`config.mk`:
```
export PLATFORM = sky130hd
export DESIGN_NAME = lif_neuron_array_core
export DESIGN_NICKNAME = d
export VERILOG_FILES = /design/src/rtl/lif_neuron_array_core.sv
export SDC_FILE = /design/constraint.sdc
export NUM_CORES = 1
export LEC_CHECK = 0
export CORE_MARGIN = 5
export CORE_UTILIZATION = 45
export DETAILED_ROUTE_END_ITERATION = 12
export GPL_TIMING_DRIVEN = 0
export PLACE_DENSITY = 0.68
export SLEW_MARGIN = 30
export SYNTH_ARGS = -nofsm -noshare
export SYNTH_HDL_FRONTEND = slang
export SYNTH_SLANG_ARGS = --single-unit
export TNS_END_PERCENT = 20
```
`constraint.sdc`:
```
create_clock -name clk -period 17.4 [get_ports clk]
set_clock_uncertainty 0.15 [all_clocks]
set_input_delay 5.22 -clock clk [delete_from_list [all_inputs] [get_ports clk]]
set_output_delay 5.22 -clock clk [all_outputs]
set_load 0.02 [all_outputs]
```
`src/rtl/lif_neuron_array_core.sv`:
```
// lif_neuron_array_core: leaky integrate-and-fire neuron with NUM_CH weighted
// input channels, a serially loaded parameter frame, shift-based leak, a
// refractory state machine and a saturating spike counter.
//
// Optional feature macro: ADAPTIVE_THRESH_EN. When it is defined, an adaptive
// offset is added to the firing threshold. The offset rises on each spike and
// decays slowly otherwise. When it is undefined, the threshold is the loaded
// value alone.
//
// Handshake/timing: there is no valid/ready pair. Every cycle with enable=1
// advances either the loader (load_mode=1) or the neuron (load_mode=0).
// Outputs are registered and reflect the decision made on the previous edge.
// enable=0 freezes all state and drives spike_out low on the next cycle.
module lif_neuron_array_core #(
  parameter int NUM_CH     = 2,
  parameter int IN_W       = 3,
  parameter int W_W        = 4,
  parameter int V_W        = 8,
  parameter int REF_W      = 4,
  parameter int CNT_W      = 8,
  parameter int DEF_THRESH = 200,
  parameter int DEF_LEAK   = 3,
  parameter int DEF_REFRAC = 4,
  parameter int DEF_WEIGHT = 4,
  parameter int ADP_W      = 4,
  parameter int ADP_DECAY  = 4
) (
  input  logic                   clk,
  input  logic                   reset,
  input  logic                   enable,
  input  logic [NUM_CH*IN_W-1:0] chan_in,
  input  logic                   load_mode,
  input  logic                   serial_data,
  output logic                   spike_out,
  output logic [V_W-1:0]         v_mem_out,
  output logic                   params_ready,
  output logic [CNT_W-1:0]       spike_count,
  output logic [1:0]             state_out
);

  // Frame layout, MSB first: {thresh, leak[2:0], refrac, w[NUM_CH-1] .. w[0]}
  localparam int PB     = V_W + 3 + REF_W + NUM_CH * W_W;
  localparam int BC_W   = $clog2(PB + 1);
  localparam int WALL_W = NUM_CH * W_W;
  // Accumulator wide enough for v plus every channel product without overflow
  localparam int ACC_W  = V_W + IN_W + W_W + $clog2(NUM_CH + 1) + 1;

  localparam logic [1:0] ST_INTEG  = 2'd0;
  localparam logic [1:0] ST_REFRAC = 2'd1;
  localparam logic [1:0] ST_LOAD   = 2'd2;

  localparam logic [V_W-1:0] V_MAX = '1;

  // Configurations that cannot work. A legal parameter set never creates this
  // block.
  if (ADP_W < 1 || ADP_DECAY < 1 || NUM_CH < 1 || PB < 2) begin : g_invalid_cfg
  end

  // Neuron and loader state
  logic [1:0]        state_q, state_d;
  logic [1:0]        ret_q, ret_d;        // state to resume after a load
  logic [V_W-1:0]    v_q, v_d;
  logic              spike_q, spike_d;
  logic [CNT_W-1:0]  cnt_q, cnt_d;
  logic [REF_W-1:0]  ref_q, ref_d;        // remaining refractory cycles
  logic [BC_W-1:0]   bc_q, bc_d;          // bits received in the current frame
  logic [PB-2:0]     sh_q, sh_d;          // shadow holds all bits but the last
  logic              pr_q, pr_d;

  // Active parameters
  logic [V_W-1:0]    thr_q, thr_d;
  logic [2:0]        leak_q, leak_d;
  logic [REF_W-1:0]  refr_q, refr_d;
  logic [WALL_W-1:0] w_q, w_d;

  // Datapath intermediates
  logic [PB-1:0]     frame_w;
  logic [1:0]        run_state;
  logic [ACC_W-1:0]  sum_w;
  logic [V_W-1:0]    leak_amt;
  logic [V_W-1:0]    v_leaked;
  logic [ACC_W-1:0]  acc_w;
  logic [V_W-1:0]    v_next;
  logic [V_W-1:0]    thr_eff;

  // The incoming bit completes the frame when it is the last one.
  assign frame_w = {sh_q, serial_data};

  // Leaving LOAD resumes the pre-load state in the same cycle.
  assign run_state = (state_q == ST_LOAD) ? ret_q : state_q;

  // Weighted input sum, zero-extended before multiplying so that nothing wraps
  always_comb begin
    sum_w = '0;
    for (int i = 0; i < NUM_CH; i++) begin
      sum_w = sum_w + ({{(ACC_W - IN_W){1'b0}}, chan_in[i*IN_W +: IN_W]} *
                       {{(ACC_W - W_W){1'b0}}, w_q[i*W_W +: W_W]});
    end
  end

  // Leak by right shift (leak=0 disables it), then add the input and clip at full scale
  always_comb begin
    leak_amt = (leak_q != 3'd0) ? (v_q >> leak_q) : '0;
    v_leaked = v_q - leak_amt;
    acc_w    = {{(ACC_W - V_W){1'b0}}, v_leaked} + sum_w;
    v_next   = (acc_w > {{(ACC_W - V_W){1'b0}}, V_MAX}) ? V_MAX : acc_w[V_W-1:0];
  end

`ifdef ADAPTIVE_THRESH_EN
  logic [ADP_W-1:0]     adp_q, adp_d;
  logic [ADP_DECAY-1:0] dec_q, dec_d;
  logic [V_W+ADP_W-1:0] thr_wide;

  // Effective threshold is the loaded threshold plus the offset, clipped at full scale
  always_comb begin
    thr_wide = {{ADP_W{1'b0}}, thr_q} + {{V_W{1'b0}}, adp_q};
    thr_eff  = (thr_wide > {{ADP_W{1'b0}}, V_MAX}) ? V_MAX : thr_wide[V_W-1:0];
  end

  // Offset rises on a spike and otherwise decays once per decay-counter wrap
  always_comb begin
    adp_d = adp_q;
    dec_d = dec_q;
    if (enable && !load_mode) begin
      dec_d = dec_q + 1'b1;
      if (spike_d) begin
        if (adp_q != '1) adp_d = adp_q + 1'b1;
      end else if ((&dec_q) && (adp_q != '0)) begin
        adp_d = adp_q - 1'b1;
      end
    end
  end

  // Adaptive offset registers
  always_ff @(posedge clk) begin
    if (reset) begin
      adp_q <= '0;
      dec_q <= '0;
    end else begin
      adp_q <= adp_d;
      dec_q <= dec_d;
    end
  end
`else
  assign thr_eff = thr_q;
`endif

  // Next-state logic for the loader, the FSM and the neuron dynamics
  always_comb begin
    state_d = state_q;
    ret_d   = ret_q;
    v_d     = v_q;
    spike_d = 1'b0;
    cnt_d   = cnt_q;
    ref_d   = ref_q;
    bc_d    = bc_q;
    sh_d    = sh_q;
    pr_d    = pr_q;
    thr_d   = thr_q;
    leak_d  = leak_q;
    refr_d  = refr_q;
    w_d     = w_q;
    if (enable) begin
      if (load_mode) begin
        // Loading freezes v and the refractory count. Only the loader advances.
        if (state_q != ST_LOAD) begin
          state_d = ST_LOAD;
          ret_d   = state_q;
          pr_d    = 1'b0;
        end
        if (bc_q == BC_W'(PB - 1)) begin
          thr_d  = frame_w[PB-1 -: V_W];
          leak_d = frame_w[PB-V_W-1 -: 3];
          refr_d = frame_w[WALL_W+REF_W-1 -: REF_W];
          w_d    = frame_w[WALL_W-1:0];
          pr_d   = 1'b1;
          bc_d   = '0;
          sh_d   = '0;
        end else begin
          bc_d = bc_q + 1'b1;
          sh_d = frame_w[PB-2:0];
        end
      end else begin
        // A partial frame is dropped as soon as load_mode is released
        bc_d = '0;
        sh_d = '0;
        if (run_state == ST_REFRAC) begin
          v_d = '0;
          if (ref_q <= REF_W'(1)) begin
            ref_d   = '0;
            state_d = ST_INTEG;
          end else begin
            ref_d   = ref_q - 1'b1;
            state_d = ST_REFRAC;
          end
        end else if (v_next >= thr_eff) begin
          spike_d = 1'b1;
          v_d     = '0;
          if (cnt_q != '1) cnt_d = cnt_q + 1'b1;
          ref_d   = refr_q;
          state_d = (refr_q != '0) ? ST_REFRAC : ST_INTEG;
        end else begin
          v_d     = v_next;
          state_d = ST_INTEG;
        end
      end
    end
  end

  // State registers; reset overrides everything, including mid-load and mid-refractory
  always_ff @(posedge clk) begin
    if (reset) begin
      state_q <= ST_INTEG;
      ret_q   <= ST_INTEG;
      v_q     <= '0;
      spike_q <= 1'b0;
      cnt_q   <= '0;
      ref_q   <= '0;
      bc_q    <= '0;
      sh_q    <= '0;
      pr_q    <= 1'b0;
      thr_q   <= V_W'(DEF_THRESH);
      leak_q  <= 3'(DEF_LEAK);
      refr_q  <= REF_W'(DEF_REFRAC);
      w_q     <= {NUM_CH{W_W'(DEF_WEIGHT)}};
    end else begin
      state_q <= state_d;
      ret_q   <= ret_d;
      v_q     <= v_d;
      spike_q <= spike_d;
      cnt_q   <= cnt_d;
      ref_q   <= ref_d;
      bc_q    <= bc_d;
      sh_q    <= sh_d;
      pr_q    <= pr_d;
      thr_q   <= thr_d;
      leak_q  <= leak_d;
      refr_q  <= refr_d;
      w_q     <= w_d;
    end
  end

  assign spike_out    = spike_q;
  assign v_mem_out    = v_q;
  assign params_ready = pr_q;
  assign spike_count  = cnt_q;
  assign state_out    = state_q;

endmodule

```
==> summary.txt, run 1 <==
Yosys
  – Post-synth EDFFs: 0
  – Register area share after synthesis: 31.59%
  – Mapped Nets: 642
  – Synthesized flop and latch total: 76
  – Count of cell types in the netlist: 65
  – Avg Cell Area, Syn: 8.361 µm²
  – Ys async rst share: 0%
  – Synth Instances: 576
  – Post-Syn Area: 0.004816 mm²
  – Top_reg_cell synth: dfxtp_1
  – YS warnings: 0

Power and ir drop
  – Power, Total: 740.7 µW
  – Peak VDD IR: a little under 0.09 mV
  – PwrDens: approximately 140 mW/mm²
  – Leakage power: 0.002139 µW

Critical path
  – Crit-path max FO: 7
  – CP most frequent cell: fa_1
  – Critical path arrival: 11.24 ns
  – CP Class: primary input to register
  – Slowest CP cell: fa_1
  – CP top delay family: adder cells
  – Crit-path max cell delay: 0.57 ns
  – CP cell instances: clkdlybuf4s50_1 -> and2_1 -> fa_1 -> fa_1 -> fa_1 -> inv_1 -> fa_1 -> inv_1 -> ha_1 -> a211o_1 -> a211oi_2 -> o21ai_1 -> or2_1 -> ha_1 -> nand4_1 -> o31ai_2 -> and3_1 -> mux2_1
  – Crit path launch type: primary input
  – Endpoint class of the critical path: register
  – CP Buf/Inv Count: 3
  – Worst EP required: 17.50 ns

GRT
  – Largest net degree at the start of global routing: 14
  – GR Layer Usage met2: a little under a third
  – Top Usage Layer GRT: met2
  – GR Overflow Total: 0
  – Met3 Track Usage GR: 2.918%
  – Antenna violations before repair: 0
  – Met1 Usage GRT: 22.95%
  – Vias in the first global route: just over 4000
  – First-pass GRT wire length: 19240 µm
  – GRT Total Usage: between 10% and 20%

Layout
  – Number of antenna diodes: 0
  – FF/Latch Area: 0.001521 mm²
  – Fillers: 983
  – NumNets Final: 681
  – Layout cells sized above 1: 5.645%
  – Commonest non-fill, non-tap cell in the layout: dfxtp_1
  – Multi-input gate area: 0.003013 mm²
  – Commonest cells after routing, fill and taps aside: 76 x dfxtp_1, 69 x nor2_1, 64 x nand2_1
  – Area Overhead vs Synth: 13.33%
  – Post-Layout Cell Count: 756

Placement
  – RD Place Congestion: 0.8707
  – Input/output buffers: 28
  – Setup slack at placement: 5.916 ns
  – Placed insts: 740
  – Detailed placer's ending HPWL: 9134 µm

Timing
  – Hold Slack: 0.3141 ns
  – Final hold vios: 0
  – Setup_tns: 0 ns
  – Maximum clock rate: 0.08972 GHz
  – Setup ws final: around 6.3 ns
  – Final setup fails: 0
  – Rel. slew slack: 58.83%
  – Crit path time final: 11.15 ns
  – Slew Limit Fails: 0
  – Unrepaired setup endpoints after global routing: false
  – Final period util: approximately 64%
  – Worst slew pin tran: 0.6176 ns

CTS
  – Clk sinks: 76
  – Htree depth: 3
  – Post-CTS Setup Bufs: 0
  – Resized Gates After CTS: 0
  – Post-CTS Hold Buffers: 0
  – CTS max path bufs: 2
  – Root buf cell: clkbuf_8
  – CTS buffer count: 9
  – CTS tree: done
  – Worst-Skew Late Latency: roughly 0.35 ns
  – Clock slew at reported path FFs: 0.08 ns

Floorplan
  – Starting Density: 46.44%
  – Die width: between 100 and 150 µm
  – IO Count: 31
  – Die area: 0.01287 mm²
  – Die height: 113.5 µm
  – Row count: 37
  – Core box area: 0.01037 mm²

Route
  – Post-route ant nets: 0
  – Drt total wl: roughly 11000 µm
  – Via count: 4142
  – Vias per inst: 5.479
  – Routed WL per cell: 15.15 µm
  – DR pass1 iterations: 5
  – Initial DRC count: 267
  – # DRC: 0

Status
  – Outcome: completed

Run
  – Max_cap viols: 0

Worst hold path
  – Hold crit path type: register to register
-- kinds of logic after synthesis --
family / synth area share (%)
AND/OR/NAND/NOR: 22.50
AO/OA/AOI/OAI: 18.47
flip-flops: 31.59
buffers and inverters: 5.846
adder cells (fa/ha/maj): 17.25
multiplexers: 2.702
XOR/XNOR: 1.637
-- where the power goes --
| part | internal [µW] | leakage (µW) | switching [µW] |
|---|---|---|---|
| Sequential | 180 | 0.000614 | 7.70 |
| Combinational | 174 | 0.00143 | 247 |
| Clock | 66.3 | 0.0000927 | 66.5 |
-- registers in the layout (all words and copies together), names as in the netlist, 3 cells and up --
register     flops
sh_q            22
leak_q           3
refr_q           4
spike_count      8
w_q              8
ref_q            4
thr_eff          8
bc_q             5
v_mem_out        8
-- metal layers --
metal / share of wire [%] / wire length, µm / vias to the layer above
met5: 0 / 0 / -
met4: 2.2 / 252 / 0
met3: 3.5 / 405 / 18
met2: 49 / 5633 / 80
met1: 45 / 5161 / 1954
li1: - / - / 2090
-- final cells by class --
cell class                      instances  share of cell area [%]
Inverter                               45                   3.095
Clock buffer                           10                   2.338
Multi-Input combinational cell        429                   55.20
Sequential cell                        76                   27.88
Buffer                                 26                   2.063
Tap cell                              136                   3.118
Timing Repair Buffer                   28                   5.135
Clock inverter                          6                   1.169
-- synthesized netlist by cell type (3+ instances only) --
master | n | area (µm²)
dfxtp_1 | 76 | 1521
nor2_1 | 69 | 259.0
nand2_1 | 64 | 240.2
a21oi_1 | 46 | 230.2
inv_1 | 44 | 165.2
ha_1 | 36 | 450.4
a22oi_1 | 23 | 172.7
clkbuf_1 | 21 | 78.83
and2_1 | 20 | 125.1
fa_1 | 19 | 380.4
nand2b_1 | 11 | 68.82
o21ai_0 | 11 | 55.05
nand3_1 | 10 | 50.05
nor3_1 | 9 | 45.04
a211o_1 | 8 | 70.07
nand3b_1 | 7 | 52.55
o211ai_1 | 5 | 37.54
xnor2_1 | 5 | 43.79
a32oi_1 | 4 | 35.03
buf_4 | 4 | 30.03
mux2_2 | 4 | 45.04
mux2i_1 | 4 | 40.04
nor2b_1 | 4 | 25.02
or2_2 | 4 | 25.02
or4_1 | 4 | 30.03
xor2_1 | 4 | 35.03
a211oi_1 | 3 | 22.52
a21boi_0 | 3 | 22.52
a311oi_1 | 3 | 26.28
a31oi_1 | 3 | 18.77
nand4_1 | 3 | 18.77
o21a_1 | 3 | 22.52
o31ai_1 | 3 | 22.52
-- stage by stage --
step / cell area (µm²) / util [%]
finish: 5458 / 52.63
global route: 5458 / 52.63
CTS: 5458 / 52.63
detailed placement: 5266 / 50.78
global placement: 5266 / 50.78
floorplan: 4816 / -
-- worst min-delay path, delay by kind of cell, from the launching register on --
| kind | cells | cell delay [ns] |
|---|---|---|
| AOI/OAI and AO/OA | 1 | 0.06 |
| DFF | 1 | 0.31 |
| and+or+nand+nor | 1 | 0.05 |
-- worst paths after layout --
| path | from | end | slack (ns) | cells past startpoint |
|---|---|---|---|---|
| worst max-delay path | chan_in[5] | spike_count[0] | 6.25 | 18 |
| worst min register to register | thr_eff[2] | thr_eff[2] | 0.31 | 2 |
| worst min-delay path | thr_eff[2] | thr_eff[2] | 0.31 | 2 |
| worst max register to register | leak_q[1] | spike_count[0] | 10.88 | 23 |
Note: power is estimated with default switching activity, not from simulation.
==> run 2, diff against run 1 <==
- PLACE_DENSITY: 0.68 -> 0.71
- clock period: 17.4 -> 10.11 ns (I/O delays scaled with it)
==> summary.txt, run 2 (synthesis results as in run 1) <==
Status
  – Outcome: completed

Critical path
  – Reg2Reg Setup Slack: 3.57 ns (-7.31 ns)
  – Crit-path max FO: 6 (-1)
  – Endpoint class of the critical path: register
  – Critical path arrival: 9.01 ns (-2.23 ns)
  – Worst EP required: 10.21 ns (-7.29 ns)
  – Path depth of the worst reg2reg path: 23 (unchanged)
  – CP Class: primary input to register
  – CP Launch Point: chan_in[2]
  – Crit path launch type: primary input
  – Start of the worst register-to-register path: leak_q[1]
  – R2R Path End: spike_count[0]

Timing
  – Final period util: between 80 and 90%
  – Crit path time final: 8.910 ns
  – Worst slew pin tran: 0.6259 ns (+0.008305 ns)
  – Final setup fails: 0 (unchanged)
  – Rel. slew slack: 58.27% (-0.55 points)
  – Setup_tns: 0 ns (unchanged)
  – Maximum clock rate: 0.1122 GHz
  – Final hold vios: 0 (unchanged)
  – Slew Limit Fails: 0 (unchanged)
  – Unrepaired setup endpoints after global routing: false

Power and ir drop
  – Leakage power: 0.002139 µW (about the same)
  – Peak VDD IR: 0.1568 mV (+78%)
  – PwrDens: 230.5 mW/mm² (+70%)
  – Power, Total: 1257 µW (+70%)

Layout
  – Layout cells sized above 1: 5.484% (-0.16 points)
  – Commonest non-fill, non-tap cell in the layout: dfxtp_1
  – Area Overhead vs Synth: 13.17%
  – Post-Layout Cell Count: 756 (unchanged)
  – Max reg flops: 22 (unchanged)
  – Number of antenna diodes: 0 (unchanged)
  – Commonest cells after routing, fill and taps aside: 76 x dfxtp_1, 69 x nor2_1, 64 x nand2_1
  – NumNets Final: 681 (unchanged)
  – Biggest register: sh_q

Run
  – Max_cap viols: 0 (unchanged)

CTS
  – CTS buffer count: 9 (unchanged)
  – Htree depth: 3 (unchanged)
  – Post-CTS Setup Bufs: 0 (unchanged)
  – CTS tree: done
  – Clock slew at reported path FFs: 0.08 ns (about the same)
  – Resized Gates After CTS: 0 (unchanged)
  – CTS max path bufs: 2 (unchanged)
  – Worst-Skew Late Latency: 0.35 ns (about the same)
  – Root buf cell: clkbuf_8
  – Post-CTS Hold Buffers: 0 (unchanged)
  – Clk sinks: 76 (unchanged)

Floorplan
  – Die height: 113.5 µm (unchanged)
  – Die area: 0.01287 mm² (unchanged)
  – Die width: 113.5 µm (unchanged)
  – Row count: 37 (unchanged)
  – Starting Density: 46.44% (unchanged)
  – IO Count: 31 (unchanged)
  – Core box area: 0.01037 mm² (unchanged)

Worst hold path
  – Hold_sp: thr_eff[4]
  – Hold EP: thr_eff[4]
  – Hold Crit Depth: 2 (unchanged)
  – Hold crit path type: register to register

Route
  – Metal-1 WL: 5022 µm (-2.7%)
  – Routed wl met3: 430 µm (+6.2%)
  – Vias per inst: 5.487 (+0.14%)
  – Via count: 4148 (+0.14%)
  – Routed WL per cell: 14.98 µm (-1.1%)
  – DR pass1 iterations: 5 (unchanged)
  – # DRC: 0 (unchanged)
  – Post-route ant nets: 0 (unchanged)
  – Metal2 WL: 5656 µm (+0.41%)
  – Initial DRC count: 263 (-1.5%)
  – Drt total wl: 11320 µm (-1.1%)
  – Top layer used by detailed routing: met4

GRT
  – Antenna violations before repair: 0 (unchanged)
  – GR Overflow Total: 0 (unchanged)
  – Largest net degree at the start of global routing: 13 (-1)
  – GRT Total Usage: 18.38% (about the same)
  – Vias in the first global route: 4052 (+0.15%)
  – First-pass GRT wire length: 19240 µm (unchanged)

Placement
  – Detailed placer's ending HPWL: 9031 µm (-1.1%)
  – RD Place Congestion: 0.8650 (-0.65%)
  – Input/output buffers: 28 (unchanged)
  – Placed insts: 740 (unchanged)
-- run 2: power by group --
| part | internal [µW] | switching [µW] |
|---|---|---|
| Sequential | 309 | 13.4 |
| Clock | 113 | 107 |
| Combinational | 296 | 418 |
-- run 2: critical path, cell delays in order --
cell	delay, ns
clkdlybuf4s50_1	0.46
and2_1	0.20
fa_1	0.53
inv_1	0.05
fa_1	0.47
fa_1	0.52
fa_1	0.60
inv_1	0.06
ha_1	0.30
a211o_1	0.31
a211oi_2	0.35
o21ai_1	0.23
nor2_1	0.20
ha_1	0.26
nand2b_1	0.16
a2111oi_2	0.46
o31ai_2	0.18
o21ai_2	0.26
mux2_2	0.36
-- run 2: cell type report --
class	count	area [µm²]
inverters	45	168.9
multi-input cells	429	3013
flip-flops and latches	76	1521
fillers	985	4920
plain buffers	26	112.6
well taps	136	170.2
clock buffers	11	131.4
repair buffers	28	280.3
clock inverters	5	52.55
-- run 2: how the worst max path moves through the flow --
stage,end,slack (ns),depth (start not counted)
finish,ref_q[2],1.20,19
global route,v_mem_out[1],0.90,21
CTS,ref_q[2],1.20,19
detailed placement,spike_count[0],0.85,18
global placement,spike_count[0],0.91,18
floorplan,spike_count[5],1.75,18
-- run 2: per-stage QoR --
stage          hold WS, ns  util, %  cell area [µm²]  setup WS, ns
5_1_grt             0.3200    52.56             5450        0.8952
2_1_floorplan       0.2863        -             4816         1.748
6_report            0.3113    52.56             5450         1.200
4_1_cts             0.3109    52.56             5450         1.205
3_3_place_gp        0.2955    50.78             5266        0.9125
3_5_place_dp        0.3005    50.78             5266        0.8471
-- run 2: layer usage --
| metal | GRT usage [%] | vias to the layer above |
|---|---|---|
| met5 | 0 | - |
| met1 | 22.72 | 1949 |
| li1 | - | 2085 |
| met4 | 6.571 | 0 |
| met3 | 3.926 | 20 |
| met2 | 31.64 | 94 |
==> run 3, diff against run 2 <==
- CORE_MARGIN: 5 -> not set
==> summary.txt, run 3 (synthesis results as in run 1) <==
Floorplan
  – Die height: 105.5 µm (-7.1%)
  – Die area: 0.01112 mm² (-14%)
  – Starting Density: 46.44% (unchanged)
  – IO Count: 31 (unchanged)
  – Die width: 105.5 µm (-7.1%)
  – Row count: 37 (unchanged)
  – Core box area: 0.01037 mm² (unchanged)

GRT
  – GR Overflow Total: 0 (unchanged)
  – First-pass GRT wire length: 19040 µm (-1.1%)
  – Vias in the first global route: 4074 (+0.54%)
  – GR Layer Usage met2: 37.92% (+6.3 points)
  – Met3 Track Usage GR: 3.278% (-0.65 points)
  – Antenna violations before repair: 0 (unchanged)
  – Top Usage Layer GRT: met2
  – Met1 Usage GRT: 26.68% (+4.0 points)
  – GRT Total Usage: 21.45% (+3.1 points)
  – Largest net degree at the start of global routing: 13 (unchanged)

CTS
  – Post-CTS Hold Buffers: 0 (unchanged)
  – Post-CTS Setup Bufs: 0 (unchanged)
  – Htree depth: 3 (unchanged)
  – Worst-Skew Late Latency: 0.35 ns (about the same)
  – CTS buffer count: 9 (unchanged)
  – Clk sinks: 76 (unchanged)
  – Resized Gates After CTS: 0 (unchanged)
  – Clock slew at reported path FFs: 0.08 ns (about the same)
  – Root buf cell: clkbuf_8
  – CTS tree: done
  – CTS max path bufs: 2 (unchanged)

Layout
  – Layout cells sized above 1: 5.654% (+0.17 points)
  – Area Overhead vs Synth: 14.29%
  – Final core utilization: 53.08% (+0.52 points)
  – Number of antenna diodes: 0 (unchanged)
  – Post-Layout Cell Count: 755 (-0.13%)
  – Commonest non-fill, non-tap cell in the layout: dfxtp_1
  – Commonest cells after routing, fill and taps aside: 76 x dfxtp_1, 69 x nor2_1, 64 x nand2_1
  – Biggest register: sh_q
  – Fillers: 971 (-1.4%)
  – Max reg flops: 22 (unchanged)
  – NumNets Final: 681 (unchanged)

Timing
  – Final hold vios: 0 (unchanged)
  – Final setup fails: 0 (unchanged)
  – Final period util: 88.70% (+0.57 points)
  – Unrepaired setup endpoints after global routing: false
  – Setup ws final: 1.142 ns (-0.05778 ns)
  – Worst slew pin tran: 0.6694 ns (+0.04354 ns)
  – Slew Limit Fails: 0 (unchanged)
  – Setup_tns: 0 ns (unchanged)
  – Rel. slew slack: 55.37% (-2.9 points)
  – Maximum clock rate: 0.1115 GHz (-0.64%)
  – Crit path time final: 8.968 ns (+0.05778 ns)

Route
  – Initial DRC count: 196 (-25%)
  – Drt total wl: 11250 µm (-0.68%)
  – Vias per inst: 5.479 (-0.13%)
  – Via count: 4137 (-0.27%)
  – # DRC: 0 (unchanged)
  – Routed WL per cell: 14.90 µm (-0.55%)
  – Post-route ant nets: 0 (unchanged)
  – DR pass1 iterations: 5 (unchanged)

Critical path
  – Slowest CP cell: fa_1
  – CP Class: primary input to register
  – Critical path arrival: 9.07 ns (+0.06 ns)
  – Endpoint class of the critical path: register
  – Crit-path max cell delay: 0.61 ns (about the same)
  – Crit-path max FO: 6 (unchanged)
  – CP cell instances: clkdlybuf4s50_1 -> and2_1 -> fa_1 -> inv_1 -> fa_1 -> fa_1 -> fa_1 -> inv_1 -> ha_1 -> a211o_1 -> a211oi_2 -> o21ai_1 -> or2_2 -> ha_1 -> a2111oi_2 -> o31ai_2 -> o21ai_2 -> mux2_2
  – CP Buf/Inv Count: 3 (unchanged)
  – CP top delay family: adder cells
  – Worst EP required: 10.21 ns (about the same)
  – CP most frequent cell: fa_1
  – Crit path launch type: primary input

Power and ir drop
  – Leakage power: 0.002168 µW (+1.4%)
  – PwrDens: 238.1 mW/mm² (+3.3%)
  – Peak VDD IR: 0.1401 mV (-11%)

Placement
  – Setup slack at placement: 0.7987 ns (-0.04837 ns)
  – Input/output buffers: 28 (unchanged)
  – Detailed placer's ending HPWL: 8860 µm (-1.9%)
  – Placed insts: 740 (unchanged)
  – RD Place Congestion: 0.8661 (+0.13%)

Run
  – Max_cap viols: 0 (unchanged)

Worst hold path
  – Hold crit path type: register to register

Status
  – Outcome: completed
==> run 3: cell count changes in the layout (fill, tap and decap cells not counted) <==
cell	delta
clkbuf_1	-2
bufinv_16	+2
clkbuf_8	+1
clkinvlp_4	-1
clkinv_2	-1
==> run 3: path summary, 6_finish.rpt <==
| check | from | depth (start not counted) | end | slack, ns |
|---|---|---|---|---|
| worst max-delay path | chan_in[2] | 18 | ref_q[2] | 1.14 |
| worst min-delay path | thr_eff[4] | 2 | thr_eff[4] | 0.31 |
| worst max register to register | leak_q[1] | 23 | spike_count[0] | 3.61 |
| worst min register to register | thr_eff[4] | 2 | thr_eff[4] | 0.31 |
==> run 3: power breakdown <==
| group | switching, µW | total (µW) | internal, µW |
|---|---|---|---|
| Combinational | 416 | 711 | 295 |
| Clock | 109 | 278 | 168 |
| Sequential | 12.6 | 322 | 309 |
==> run 3: worst register-to-register path, delay by kind of cell (launching register included) <==
| family | cells | cell delay, ns |
|---|---|---|
| AO/OA/AOI/OAI | 8 | 2.08 |
| adder cells (fa/ha/maj) | 5 | 1.74 |
| multiplexers | 2 | 0.82 |
| AND/OR/NAND/NOR | 4 | 0.71 |
| buffers and inverters | 3 | 0.47 |
| flip-flops | 1 | 0.31 |
| XOR/XNOR | 1 | 0.15 |
==> run 3: per-layer routing <==
metal	vias to the layer above	wire (µm)
met2	48	5758
met3	8	297
li1	2081	-
met5	-	0
met1	2000	5089
met4	0	100
==> run 3: cell type report <==
type | count | area [µm²] | share of cell area (%)
Sequential cell | 76 | 1521 | 27.64
Multi-Input combinational cell | 429 | 3013 | 54.74
Inverter | 45 | 168.9 | 3.069
Tap cell | 136 | 170.2 | 3.092
Buffer | 26 | 112.6 | 2.046
Clock inverter | 5 | 100.1 | 1.819
Clock buffer | 10 | 137.6 | 2.501
Timing Repair Buffer | 28 | 280.3 | 5.092
==> run 3: stage by stage <==
stage                     hold slack (ns)  instance area, µm²  power (µW)
after floorplan                    0.2863                4816       862.7
after global placement             0.2974                5266        1007
after detailed placement           0.2999                5266        1028
after CTS                          0.3100                5504        1309
after global routing               0.3375                5504        1413
final                              0.3094                5504        1311
